<file path="config.mk">
export PLATFORM = sky130hd
export DESIGN_NAME = wb_master_arbiter
export DESIGN_NICKNAME = d
export VERILOG_FILES = /design/src/rtl/wb_pkg.sv /design/src/rtl/wb_rr_pick.sv /design/src/rtl/wb_master_arbiter.sv
export SDC_FILE = /design/constraint.sdc
export NUM_CORES = 1
export LEC_CHECK = 0
export ABC_AREA = 1
export CAP_MARGIN = 20
export CORE_AREA = 2 2 123 125
export DETAILED_ROUTE_END_ITERATION = 8
export DIE_AREA = 0 0 125 127
export DONT_BUFFER_PORTS = 1
export PLACE_DENSITY = 0.3
export SLEW_MARGIN = 20
export SYNTH_ARGS = -nofsm -noshare
export SYNTH_HDL_FRONTEND = slang
export SYNTH_SLANG_ARGS = --single-unit
export TNS_END_PERCENT = 10
</file>
<file path="constraint.sdc">
create_clock -name clk_i -period 2.6 [get_ports clk_i]
set_input_delay 0.78 -clock clk_i [delete_from_list [all_inputs] [get_ports clk_i]]
set_output_delay 0.78 -clock clk_i [all_outputs]
set_load 0.02 [all_outputs]
</file>
<file path="src/rtl/wb_pkg.sv">
// Shared Wishbone widths, arbiter state and grant encodings.
package wb_pkg;

   localparam int WB_DW = 32;
   localparam int WB_AW = 32;
   localparam int WB_SW = 4;

   typedef enum logic {
      IDLE,
      BUSY
   } arb_state_t;

   localparam logic [1:0] GNT_NONE = 2'b00;
   localparam logic [1:0] GNT_M0   = 2'b01;
   localparam logic [1:0] GNT_M1   = 2'b10;

endpackage

</file>
<file path="src/rtl/wb_rr_pick.sv">
// Two-way round-robin picker: a tie goes to the master not served last.
module wb_rr_pick
   import wb_pkg::*;
(
   input  logic [1:0] req,
   input  logic [1:0] last_gnt,
   output logic [1:0] next_gnt
);

   always_comb begin
      next_gnt = GNT_NONE;
      unique case (1'b1)
         (req == 2'b11) && (last_gnt == GNT_M0): next_gnt = GNT_M1;
         (req == 2'b11) && (last_gnt != GNT_M0): next_gnt = GNT_M0;
         (req == 2'b01):                         next_gnt = GNT_M0;
         (req == 2'b10):                         next_gnt = GNT_M1;
         default:                                next_gnt = GNT_NONE;
      endcase
   end

endmodule

</file>
<file path="src/rtl/wb_master_arbiter.sv">
// Two-master Wishbone arbiter with registered round-robin grant
// and a watchdog that errors out transactions never acknowledged.
module wb_master_arbiter
   import wb_pkg::*;
#(
   parameter int TIMEOUT = 255,
   parameter int TO_W    = 8
) (
   input  logic             clk_i,
   input  logic             rst_i,
   input  logic [WB_DW-1:0] m0_wb_dat_i,
   input  logic [WB_AW-1:0] m0_wb_adr_i,
   input  logic [WB_SW-1:0] m0_wb_sel_i,
   input  logic             m0_wb_we_i,
   input  logic             m0_wb_cyc_i,
   input  logic             m0_wb_stb_i,
   output logic [WB_DW-1:0] m0_wb_dat_o,
   output logic             m0_wb_ack_o,
   output logic             m0_wb_err_o,
   input  logic [WB_DW-1:0] m1_wb_dat_i,
   input  logic [WB_AW-1:0] m1_wb_adr_i,
   input  logic [WB_SW-1:0] m1_wb_sel_i,
   input  logic             m1_wb_we_i,
   input  logic             m1_wb_cyc_i,
   input  logic             m1_wb_stb_i,
   output logic [WB_DW-1:0] m1_wb_dat_o,
   output logic             m1_wb_ack_o,
   output logic             m1_wb_err_o,
   output logic [WB_DW-1:0] s_wb_dat_o,
   output logic [WB_AW-1:0] s_wb_adr_o,
   output logic [WB_SW-1:0] s_wb_sel_o,
   output logic             s_wb_we_o,
   output logic             s_wb_cyc_o,
   output logic             s_wb_stb_o,
   input  logic [WB_DW-1:0] s_wb_dat_i,
   input  logic             s_wb_ack_i,
   output logic [1:0]       gnt_o
);

   arb_state_t      state_q, state_d;
   logic [1:0]      gnt_q, gnt_d;
   logic [1:0]      last_q, last_d;
   logic [1:0]      pick;
   logic [1:0]      req;
   logic [TO_W-1:0] cnt_q, cnt_d;
   logic            busy, g_cyc;
   logic            ack_ev, to_ev, ab_ev, exit_ev;

   assign req = {m1_wb_cyc_i & m1_wb_stb_i,
                 m0_wb_cyc_i & m0_wb_stb_i};

   wb_rr_pick u_pick (
      .req      (req),
      .last_gnt (last_q),
      .next_gnt (pick)
   );

   assign busy  = (state_q == BUSY);
   assign g_cyc = gnt_q[1] ? m1_wb_cyc_i : m0_wb_cyc_i;

   // Exit causes are made exclusive here: ack, then timeout, then abort.
   assign ack_ev  = busy & s_wb_ack_i;
   assign to_ev   = busy & ~s_wb_ack_i &
                    (cnt_q == TO_W'(TIMEOUT - 1));
   assign ab_ev   = busy & ~s_wb_ack_i & ~to_ev & ~g_cyc;
   assign exit_ev = ack_ev | to_ev | ab_ev;

   always_ff @(posedge clk_i or posedge rst_i) begin
      if (rst_i) begin
         state_q <= IDLE;
         gnt_q   <= GNT_NONE;
         last_q  <= GNT_M1;
         cnt_q   <= '0;
      end else begin
         state_q <= state_d;
         gnt_q   <= gnt_d;
         last_q  <= last_d;
         cnt_q   <= cnt_d;
      end
   end

   always_comb begin
      state_d = state_q;
      gnt_d   = gnt_q;
      last_d  = last_q;
      cnt_d   = cnt_q;
      unique case (state_q)
         IDLE: begin
            if (|req) begin
               state_d = BUSY;
               gnt_d   = pick;
               cnt_d   = '0;
            end
         end
         BUSY: begin
            if (exit_ev) begin
               state_d = IDLE;
               gnt_d   = GNT_NONE;
               last_d  = gnt_q;
            end else if (cnt_q != '1) begin
               cnt_d = cnt_q + TO_W'(1);
            end
         end
      endcase
   end

   always_comb begin
      s_wb_dat_o  = '0;
      s_wb_adr_o  = '0;
      s_wb_sel_o  = '0;
      s_wb_we_o   = 1'b0;
      s_wb_cyc_o  = 1'b0;
      s_wb_stb_o  = 1'b0;
      m0_wb_dat_o = '0;
      m0_wb_ack_o = 1'b0;
      m0_wb_err_o = 1'b0;
      m1_wb_dat_o = '0;
      m1_wb_ack_o = 1'b0;
      m1_wb_err_o = 1'b0;
      unique case (1'b1)
         gnt_q[0]: begin
            s_wb_dat_o  = m0_wb_dat_i;
            s_wb_adr_o  = m0_wb_adr_i;
            s_wb_sel_o  = m0_wb_sel_i;
            s_wb_we_o   = m0_wb_we_i;
            s_wb_cyc_o  = m0_wb_cyc_i & ~(to_ev | ab_ev);
            s_wb_stb_o  = m0_wb_stb_i & ~(to_ev | ab_ev);
            m0_wb_dat_o = s_wb_dat_i;
            m0_wb_ack_o = s_wb_ack_i;
            m0_wb_err_o = to_ev;
         end
         gnt_q[1]: begin
            s_wb_dat_o  = m1_wb_dat_i;
            s_wb_adr_o  = m1_wb_adr_i;
            s_wb_sel_o  = m1_wb_sel_i;
            s_wb_we_o   = m1_wb_we_i;
            s_wb_cyc_o  = m1_wb_cyc_i & ~(to_ev | ab_ev);
            s_wb_stb_o  = m1_wb_stb_i & ~(to_ev | ab_ev);
            m1_wb_dat_o = s_wb_dat_i;
            m1_wb_ack_o = s_wb_ack_i;
            m1_wb_err_o = to_ev;
         end
         default: begin
            s_wb_cyc_o = 1'b0;
         end
      endcase
   end

   assign gnt_o = gnt_q;

endmodule

</file>
# Word level (Yosys, flattened, before mapping)
# Index checks and enable logic that the tools add are counted.
[totals]
ff_bits = 13
out_inout_bits = 141
word_cells = 67
[op_classes]
n_addsub = 1
eq_ne = 11
n_mux = 24
n_bitwise = 19
reduce_logical = 8
[op_table]
columns = ["cell", "n"]
rows = [
  ["case mux 32 bit (2 select lines)", 2],
  ["2-to-1 mux 32 bit", 2],
  ["2-to-1 mux 8 bit", 3],
  ["case mux 8 bit (2 select lines)", 1],
  ["bitwise AND 1 bit", 11],
  ["adder 8 x 1 -> 8 bit, second input constant", 1],
  ["== test 8 bit, second input constant", 1],
  ["inequality test 8 bit, second input constant", 1],
  ["case mux 1 bit (2 select lines)", 4],
  ["case mux 2 bit (2 select lines)", 2],
  ["case mux 4 bit (2 select lines)", 1],
  ["2-to-1 mux 1 bit", 7],
  ["inequality test 2 x 1 -> 1 bit, second input constant", 3],
  ["OR reduction 2 bit", 3],
  ["inverter 1 bit", 5],
  ["== test 2 x 1 -> 1 bit, second input constant", 2],
  ["== test 2 bit, second input constant", 2],
  ["2-to-1 mux 2 bit", 2],
  ["inequality test 2 bit, second input constant", 2],
  ["AND reduction 2 bit", 2],
  ["OR 1 bit", 3],
  ["AND reduction 3 bit", 1],
  ["logical AND 1 bit", 2],
]

# Logic depth before layout (Yosys ltp)
# Gate-level depths: netlist (run 1).
[logic_depth]
ltp_word = 10
depth_mapped = 10
mapped_depth_nobuf = 10

# Hierarchy
# Synthesis (run 1) repeated with hierarchy kept, for this count alone.
[hier_totals]
cells_unflattened = 359
hier_area_um2 = 2190.9
[by_module_without_submodules]
columns = ["module", "n_inst", "cells_each", "area_each_um2", "seq_area_each_um2"]
rows = [
  ["wb_master_arbiter", 1, 353, 2158.3, 326.6],
  ["wb_rr_pick", 1, 6, 32.5, 0.0],
]

# Worst setup path after synthesis (run 1)
# No wires, ideal clock.
[synth_timing]
kind = "input port to output port"
from = "input m0_wb_cyc_i"
to = "output s_wb_stb_o"
t_arrival_ps = 1657
slack_ps = 163
stages = 6
n_path_buf = 0
cell_sequence = "inv_1 nand2_1 nand2_1 nand2_1 nand2_1 nor4_1"
[synth_between]
elab_chain_cells = 7
elab_cells_between_ends = 8
classes_between = "mux: 2; bitwise: 6"
[synth_rtl]
columns = ["item", "line", "text"]
rows = [
  ["from (decl)", "wb_master_arbiter.sv:15", "input logic m0_wb_cyc_i,"],
  ["2-to-1 mux 1 bit (*)", "wb_master_arbiter.sv:59", "assign g_cyc = gnt_q[1] ? m1_wb_cyc_i : m0_wb_cyc_i;"],
  ["inverter 1 bit (*)", "wb_master_arbiter.sv:65", "assign ab_ev = busy & ~s_wb_ack_i & ~to_ev & ~g_cyc;"],
  ["bitwise AND 1 bit (*)", "wb_master_arbiter.sv:65", ""],
  ["OR 1 bit (*)", "wb_master_arbiter.sv:127, wb_master_arbiter.sv:138", ""],
  ["inverter 1 bit (*)", "wb_master_arbiter.sv:127, wb_master_arbiter.sv:138", ""],
  ["bitwise AND 1 bit (on tied branches)", "wb_master_arbiter.sv:138, wb_master_arbiter.sv:127", ""],
  ["case mux 1 bit (2 select lines) (*)", "wb_master_arbiter.sv:120", "unique case (1'b1)"],
  ["to (decl)", "wb_master_arbiter.sv:34", "output logic s_wb_stb_o,"],
]
# Every way passes the cells marked *; elsewhere a longest branch is shown, timed or not.

# Worst setup path after layout (run 1)
[layout_timing]
from = "register cnt_q[0]"
to = "output s_wb_stb_o"
[layout_between]
elab_chain_cells = 9
elab_cells_between_ends = 10
classes_between = "eq/ne: 1; mux: 1; bitwise: 8"
[layout_rtl]
columns = ["item", "line", "text"]
rows = [
  ["from (decl)", "wb_master_arbiter.sv:45", "logic [TO_W-1:0] cnt_q, cnt_d;"],
  ["from (signal assigned)", "wb_master_arbiter.sv:78", "cnt_q <= cnt_d;"],
  ["== test 8 bit (*)", "wb_master_arbiter.sv:64", "(cnt_q == TO_W'(TIMEOUT - 1));"],
  ["bitwise AND 1 bit (*)", "wb_master_arbiter.sv:63", "assign to_ev = busy & ~s_wb_ack_i &"],
  ["inverter 1 bit", "wb_master_arbiter.sv:65", ""],
  ["bitwise AND 1 bit (2 in a row)", "wb_master_arbiter.sv:65", ""],
  ["OR 1 bit (*)", "wb_master_arbiter.sv:127, wb_master_arbiter.sv:138", ""],
  ["inverter 1 bit (*)", "wb_master_arbiter.sv:127, wb_master_arbiter.sv:138", ""],
  ["bitwise AND 1 bit (on tied branches)", "wb_master_arbiter.sv:138, wb_master_arbiter.sv:127", ""],
  ["case mux 1 bit (2 select lines) (*)", "wb_master_arbiter.sv:120", ""],
]
# Marked as above.

==> results of run 1 <==
[state kept, by name, indices dropped and copies added, names as in the netlist]
signal,flops
last_q,2
busy,1
gnt_o,2
cnt_q,8
[synth_stat cells, types with 3 or more instances]
master    instances  area share
a22o_1           69        0.29
buf_1             6       0.011
buf_2             9       0.022
clkbuf_1         10       0.018
dfrtp_1          12        0.14
inv_1            80        0.14
nand2_1         111        0.20
nand3_1          16       0.039
nor2_1           18       0.032
o21ai_1           3      0.0072
[cells by family (layout without fill, tap and decap cells)]
group / count (synthesis) / count (layout) / synth area share
DFF: 13 / 13 / 0.157
buffers and inverters: 108 / 93 / 0.202
adders and majority gates: 2 / 2 / 0.0120
xor gates and xnor gates: 2 / 2 / 0.00843
and+or+nand+nor: 155 / 155 / 0.313
AOI/OAI and AO/OA: 75 / 75 / 0.307
[layer usage]
layer	up-vias	GRT usage
met5	-	0
met4	2	0.0190
met2	138	0.150
met1	1105	0.153
li1	1099	-
met3	6	0.0477
[power by group]
| group | leakage [nW] | total [mW] | switching [mW] | internal [mW] |
|---|---|---|---|---|
| clock network | 0.0382 | 0.305 | 0.0971 | 0.208 |
| logic | 1.27 | 1.56 | 1.19 | 0.368 |
| registers | 0.169 | 0.342 | 0.0875 | 0.255 |
| total | 1.48 | 2.20 | 1.37 | 0.831 |
[stage by stage]
| step | setup slack [ps] | instances |
|---|---|---|
| finish | 162 | 524 |
| detailed placement | 247 | 520 |
| CTS | 30.3 | 524 |
| global route | 3.50 | 524 |
| floorplan | 163 | 355 |
| global placement | 336 | 520 |
[layout make-up]
cell class	instances	area, um^2
clock buffers	4	78.8
fillers	1682	12100
inverters	82	308
multi-input cells	234	1340
flip-flops and latches	13	334
well taps	184	230
repair buffers	7	77.6
[tightest hold or removal path, cell delays in order (launching register included)]
cell and delay [ps]:
dfstp_2 360, nand2_1 50, o21ai_1 50
[what timing repair did]
| item | 4_1_cts | 5_1_grt |
|---|---|---|
| gates resized for setup | 0 | 1 |
| endpoints found under the setup margin | 0 | 1 |
| buffers inserted | 0 | 0 |
[final timing paths]
check / cells after the start / end
max in group asynchronous: 1 / gnt_o[1]
worst max register to register: 7 / cnt_q[0]
worst max-delay path: 8 / s_wb_stb_o
worst min-delay path: 2 / last_q[1]
min in group asynchronous: 1 / cnt_q[4]
worst min register to register: 2 / last_q[1]
==> summary.txt, run 1 <==
Yosys reg bits: 13
power consumption: 2.20 mW
flop2flop setup slack: 1040 ps
Cells after Synth: 355
drt first pass iters: 4
CP Launch Type: flop
slew of the pin with the lowest slew margin: 605 ps
DP HPWL: 8590 um
Worst slew margin: 0.596
maximum vdd ir drop: 0.000348 V
CORE AREA: 14400 um^2
Tot GR Track Use: 0.107
M1 WL: 4550 um
slowest stage cell, crit path: dfrtp_1
crit path launch: cnt_q[0]
Max Root-Sink Buffers: 2
register clock-pin slew on the reported worst setup and hold paths: 50 ps
initial antenna violation count: 1
Max Used Layer: met5
via count: 2350
placed inst area: 2280 um^2
Synth Flop Type: dfrtp_1
crit-path max cell delay: 420 ps
clk_skew: 1.13 ps
Fmax achieved: 410 MHz
unrepaired setup endpoints after global routing: false
Worst Path Arrival: 1660 ps
period utilization: 0.938
drt via density: 4.48
gr ovfl total: 0
met2 WL: 4480 um
Max-cap violations: 0
Detail Route Antenna Nets: 0
Die X: 125 um
Die H: 127 um
Critical Path, Cell by Cell: inv_1, ha_1, inv_1, nor2_1, nand3_1, nand2_1, nor4_2, buf_4
Worst EP required: 1820 ps
Worst Hold Class: flop to flop
Design Area, Final: 2370 um^2
Inserted Diodes: 0
I/O pins: 318
Setup CP Type: flop to output port
Mapped Nets: 534
area grow syn2layout: 13.8%
CTS Sinks: 13
starting density of the core: 0.144
Root Driver: clkbuf_16
Seq/Total Area, Yosys: 0.157
largest net degree at the start of global routing: 103
Setup TNS: 0 ps
reg2reg start: cnt_q[1]
cell leakage power: 1.48 nW
Iter 0 DRT Violations: 142
Core Util, Final: 0.164
Synth cell types: 25
first-pass GRT wire length: 12900 um
Final #Nets: 520
row count: 44
gpl congestion: 0.798
DRC viols: 0
IO buf count: 0
family with the most delay on the worst path: simple AND/OR/NAND/NOR gates
Post-synth EDFFs: 0
synthesized area: 2080 um^2
Die Footprint: 15900 um^2
CTS buffer count: 3
Hold Path Origin: last_q[1]
H-tree levels: 1
status: finished clean
vias in the first global route: 1973
Hold WS: 471 ps
syn avg cell area: 5.86 um^2
most common cell after layout, fill and taps aside: nand2_1
CTS tree: done
Avg WL per Cell: 19.3 um
fin crit period: 2440 ps
PwrDens: 930 nW/um^2
Final Max Slew Viols: 0
layout cell share with drive strength beyond 1: 0.0706
Max Fanout on Critical Path: 6
CP Buf/Inv Count: 3
drt total wl: 10100 um
Top cell by count, worst path: inv_1
DR WL met3: 965 um
Fin. Hold Viols: 0
Skew-Pair Late Insertion Delay: 240 ps
# hold bufs at CTS: 0
final setup vio count: 0
Yosys warning total: 0
ys async rst share: 1.00
most frequent cells in the layout: 111 x nand2_1, 80 x inv_1, 69 x a22o_1, 18 x nor2_1, 16 x nand3_1
crit path capture type: output port
Power figures use the tool's default switching activity.
==> run 2: changes to the inputs <==
Settings changed: CTS_BUF_LIST set to sky130_fd_sc_hd__clkbuf_2.
==> run 2 against run 1 <==
  * Register-to-register slack worse by 20 ps
  * Largest cell class unchanged
  * Total power fell by 7.7%
  * Sequential share of layout area up 0.29 points
  * Critical path depth down 6
  * Routed wire length fell by 0.38%
  * First-iteration DRC count increased by 1.4%
  * Critical endpoint is now s_wb_adr_o[13]
==> summary.txt, run 2 (same netlist as run 1, synthesis figures left out) <==
Max Fanout on Critical Path: 59 (+53)
Avg WL per Cell: 19.2 um (-0.75%)
Hold WS: 411 ps (-60.2 ps)
area occupied by multi-input gates: 1350 um^2 (+0.47%)
CTS buffer count: 3 (unchanged)
gr ovfl total: 0 (unchanged)
register clock-pin slew on the reported worst setup and hold paths: 160 ps (+110 ps)
CTS Sinks: 13 (unchanged)
fin crit period: 2450 ps (+10.3 ps)
Worst Path Arrival: 1670 ps (about the same)
crit path capture type: output port
Worst Hold Class: primary input to async pin
most frequent cells in the layout: 111 x nand2_1, 80 x inv_1, 68 x a22o_1, 18 x nor2_1, 15 x nand3_1
Core Util, Final: 0.161 (-0.00269)
CP Launch Type: flop
Biggest register: cnt_q
starting density of the core: 0.144 (unchanged)
Max Root-Sink Buffers: 2 (unchanged)
H-tree levels: 1 (unchanged)
CTS tree: done
Die Footprint: 15900 um^2 (unchanged)
Reg power frac: 0.166 (+0.011)
initial antenna violation count: 1 (unchanged)
Setup CP Type: flop to output port
unrepaired setup endpoints after global routing: false
Detail Route Antenna Nets: 0 (unchanged)
cell leakage power: 1.46 nW (-1.1%)
DP HPWL: 8590 um (unchanged)
PwrDens: 873 nW/um^2 (-6.1%)
Skew-Pair Late Insertion Delay: 290 ps (+50 ps)
status: finished clean
switching share of power: 0.669 (+0.0460)
CORE AREA: 14400 um^2 (unchanged)
row count: 44 (unchanged)
Setup TNS: 0 ps (unchanged)
Root Driver: clkbuf_2
Die H: 127 um (unchanged)
first-pass GRT wire length: 12900 um (-0.16%)
maximum vdd ir drop: 0.000348 V (+0.16%)
slew of the pin with the lowest slew margin: 601 ps (-3.31 ps)
clock network fraction of design power: 0.060 (-0.079)
DRC viols: 0 (unchanged)
drt total wl: 10100 um (-0.38%)
I/O pins: 318 (unchanged)
Worst slew margin: 0.599 (+0.00221)
layout cell share with drive strength beyond 1: 0.0850 (+0.0145)
most common cell after layout, fill and taps aside: nand2_1
drt first pass iters: 4 (unchanged)
Net Switching: 1.36 mW (-0.85%)
IO buf count: 0 (unchanged)
via count: 2330 (-0.85%)
Final #Nets: 521 (+0.19%)
area grow syn2layout: 12.0%
# hold bufs at CTS: 0 (unchanged)
Largest register FFs: 8 (unchanged)
clk_skew: 9.07 ps (+7.94 ps)
Worst EP required: 1820 ps (about the same)
Layout fillers: 1686 (+0.24%)
Tot GR Track Use: 0.107 (-0.000177)
Logic pwr share: 0.774 (+0.068)
drt via density: 4.43 (-1.2%)
Fin. Hold Viols: 0 (unchanged)
Final Max Slew Viols: 0 (unchanged)
period utilization: 0.942 (+0.00397)
Int Pwr: 674 uW (-19%)
largest net degree at the start of global routing: 103 (unchanged)
Max-cap violations: 0 (unchanged)
Iter 0 DRT Violations: 144 (+1.4%)
register area: 335 um^2 (+0.37%)
gpl congestion: 0.798 (unchanged)
Die X: 125 um (unchanged)
vias in the first global route: 1974 (+0.051%)
Fmax achieved: 408 MHz (-0.42%)
final setup vio count: 0 (unchanged)
run 2: changes by cell type in the layout (fill, tap and decap cells not counted), sizes merged:
cell   before  now
diode       0    1
buf         7    8
run 2: layer usage:
layer	global-route usage	vias up	wire (um)
met3	0.0477	11	943
li1	-	1100	-
met2	0.151	130	4410
met5	0	-	16
met1	0.152	1087	4570
met4	0.0190	2	134
run 2: worst max-delay path, cell delays in order (launching register included):
cell and delay, ps:
dfrtp_4 670, buf_12 300, a22o_1 400
run 2: power by group through the flow:
stage          Sequential [mW]  Combinational, mW  Clock [mW]
6_report                 0.338               1.57       0.122
5_1_grt                  0.350               1.68       0.142
4_1_cts                  0.339               1.58       0.131
3_5_place_dp             0.350               1.56           0
3_3_place_gp             0.345               1.57           0
2_1_floorplan            0.292               1.37           0
run 2: layout make-up:
type                       count  area share
inverter                      82       0.133
antenna                        1     0.00107
timing repair buffer           8      0.0365
tap                          184      0.0989
multi-input combinational    234       0.578
sequential                    13       0.144
clock buffer                   4     0.00860
run 2: metrics by stage:
step           worst slack, ps  cells  area (um^2)  power [mW]
5_1_grt                   32.6    525         2330        2.17
4_1_cts                   9.43    525         2320        2.05
3_3_place_gp               336    520         2280        1.91
3_5_place_dp               247    520         2280        1.91
6_report                   151    526         2330        2.03
2_1_floorplan              163    355         2080        1.66
run 2: final timing paths:
kind | start | endpoint | slack, ps | cells past startpoint
max | gnt_o[0] | s_wb_adr_o[13] | 150 | 2
min | rst_i | cnt_q[6] | 410 | 1
max reg2reg | cnt_q[0] | cnt_q[2] | 1020 | 8
min reg2reg | last_q[1] | last_q[1] | 480 | 2
max in group asynchronous | rst_i | gnt_o[1] | 1740 | 1
min in group clk_i | last_q[1] | last_q[1] | 480 | 2
run 2: what timing repair did:
action	CTS	global route
setup buffers	1	0
endpoints found under the setup margin	1	4
endpoints found under the hold margin	0	0
gates resized for setup	1	4
==> run 3: changes to the inputs <==
--- a/constraint.sdc
+++ b/constraint.sdc
@@ -3,2 +3,2 @@
 set_output_delay 0.78 -clock clk_i [all_outputs]
-set_load 0.02 [all_outputs]
+set_load 0.05 [all_outputs]
==> run 3 against run 2 <==
  * Via count up 8.6%
  * Clock power decreased by 7%
  * Sequential power up 4%
  * Highest routed layer is now met4
  * Worst hold slack lost 23 ps
==> summary.txt, run 3 (same netlist as run 1, synthesis figures left out) <==
Worst slew margin: 0.640 (+0.0416)
Avg WL per Cell: 17.5 um (-8.8%)
clock network fraction of design power: 0.033 (-0.027)
Die Footprint: 15900 um^2 (unchanged)
Core Util, Final: 0.193 (+0.0320)
Detail Route Antenna Nets: 0 (unchanged)
drt via density: 4.35 (-1.9%)
Final #Nets: 578 (+11%)
power consumption: 3.48 mW (+71%)
starting density of the core: 0.144 (unchanged)
Layout fillers: 1665 (-1.2%)
Reg power frac: 0.101 (-0.065)
Fmax achieved: 399 MHz (-2.2%)
Inserted Diodes: 0 (-1)
DP HPWL: 8540 um (-0.66%)
Int Pwr: 972 uW (+44%)
CP Launch Type: flop
fin crit period: 2500 ps (+56.2 ps)
Net Switching: 2.51 mW (+85%)
RR Endpoint: cnt_q[3]
slew of the pin with the lowest slew margin: 539 ps (-62.3 ps)
drt first pass iters: 6 (+2)
CTS tree: done
Design Area, Final: 2790 um^2 (+20%)
cell leakage power: 1.73 nW (+18%)
Fin. Hold Viols: 0 (unchanged)
Setup TNS: 0 ps (unchanged)
Die H: 127 um (unchanged)
DP Worst Slack: 344 ps (+96.8 ps)
area grow syn2layout: 34.2%
R2R cell count: 9 (+1)
Iter 0 DRT Violations: 109 (-24%)
register area: 335 um^2 (unchanged)
flop2flop setup slack: 1010 ps (about the same)
DRC viols: 0 (unchanged)
I/O pins: 318 (unchanged)
clk_skew: 19.6 ps (+10.5 ps)
PwrDens: 1250 nW/um^2 (+43%)
Worst Path Arrival: 1720 ps (+50 ps)
Die X: 125 um (unchanged)
Layout Cells excl Fill: 582 (+11%)
CTS Sinks: 13 (unchanged)
register clock-pin slew on the reported worst setup and hold paths: 150 ps (about the same)
Tot GR Track Use: 0.109 (+0.00196)
IO buf count: 0 (unchanged)
Worst Hold Class: primary input to async pin
placed inst area: 2730 um^2 (+20%)
first-pass GRT wire length: 13500 um (+4.7%)
CTS buffer count: 3 (unchanged)
gr ovfl total: 0 (unchanged)
gpl congestion: 0.851 (+6.7%)
Biggest register: cnt_q
area occupied by multi-input gates: 1370 um^2 (+1.8%)
CORE AREA: 14400 um^2 (unchanged)
status: finished clean
initial antenna violation count: 0 (-1)
Max-cap violations: 0 (unchanged)
Hold WS: 388 ps (-22.8 ps)
Final Max Slew Viols: 0 (unchanged)
Max Fanout on Critical Path: 71 (+20%)
drt total wl: 10200 um (+0.89%)
via count: 2530 (+8.6%)
CP endpoint: s_wb_adr_o[22]
setup ws final: 95.1 ps (-56.2 ps)
most common cell after layout, fill and taps aside: nand2_1
period utilization: 0.963 (+0.0216)
crit path launch: gnt_o[1]
Largest register FFs: 8 (unchanged)
reg2reg start: gnt_o[1]
Setup CP Type: flop to output port
row count: 44 (unchanged)
maximum vdd ir drop: 0.000614 V (+76%)
Worst EP required: 1820 ps (about the same)
unrepaired setup endpoints after global routing: true
Root Driver: clkbuf_2
Placed Cells: 578 (+11%)
Skew-Pair Late Insertion Delay: 290 ps (about the same)
Logic pwr share: 0.866 (+0.092)
largest net degree at the start of global routing: 72 (-30%)
switching share of power: 0.721 (+0.0523)
Max Root-Sink Buffers: 2 (unchanged)
layout cell share with drive strength beyond 1: 0.239 (+0.154)
final setup vio count: 0 (unchanged)
crit path capture type: output port
H-tree levels: 1 (unchanged)
vias in the first global route: 2254 (+14%)
most frequent cells in the layout: 110 x nand2_1, 77 x inv_1, 64 x a22o_1, 62 x buf_4, 17 x nor2_1
==> run 3: cell types whose count changed in the layout (fill, tap and decap cells not counted), moves of 3 or more <==
cell,change
a22o_2,+4
clkinvlp_4,+3
inv_1,-3
a22o_1,-4
buf_4,+56
==> run 3: how the worst min path moves through the flow <==
| stage | start | end | slack (ps) | cells past startpoint |
|---|---|---|---|---|
| 3_3_place_gp | last_q[1] | last_q[1] | 480 | 2 |
| 3_5_place_dp | last_q[1] | last_q[1] | 480 | 2 |
| 4_1_cts | rst_i | cnt_q[2] | 400 | 1 |
| 5_1_grt | rst_i | cnt_q[2] | 400 | 1 |
| 6_report | rst_i | cnt_q[2] | 390 | 1 |
| 2_1_floorplan | last_q[1] | last_q[1] | 450 | 2 |
==> run 3: layout make-up <==
class,instances,area share
inverter,82,0.114
timing repair buffer,65,0.185
clock buffer,4,0.00717
sequential,13,0.120
multi-input combinational,234,0.491
tap,184,0.0825
==> run 3: worst max-delay path: stages, from the launching register on <==
cell and delay (ps):
dfrtp_4 630, buf_12 290, a22o_1 240, buf_4 220
==> run 3: timing repair <==
action	4_1_cts	5_1_grt
hold buffers	0	0
pin swaps	0	0
resized for setup	1	13
endpoints found under the setup margin	1	11
setup buffers	0	0
==> run 3: power groups by stage <==
stage	clock network (mW)	registers, mW	logic [mW]
4_1_cts	0.120	0.352	3.01
3_5_place_dp	0	0.356	3.00
3_3_place_gp	0	0.353	3.01
6_report	0.114	0.353	3.01
2_1_floorplan	0	0.312	2.44
5_1_grt	0.132	0.367	3.13
==> run 3: per-layer routing <==
metal / up-vias / part of all wire / wire [um] / track usage
met3: 9 / 0.069 / 703 / 0.0281
met4: 0 / 0.014 / 147 / 0.0275
met2: 124 / 0.53 / 5400 / 0.198
li1: 1209 / - / - / -
met1: 1188 / 0.39 / 3920 / 0.128
met5: - / 0 / 0 / 0
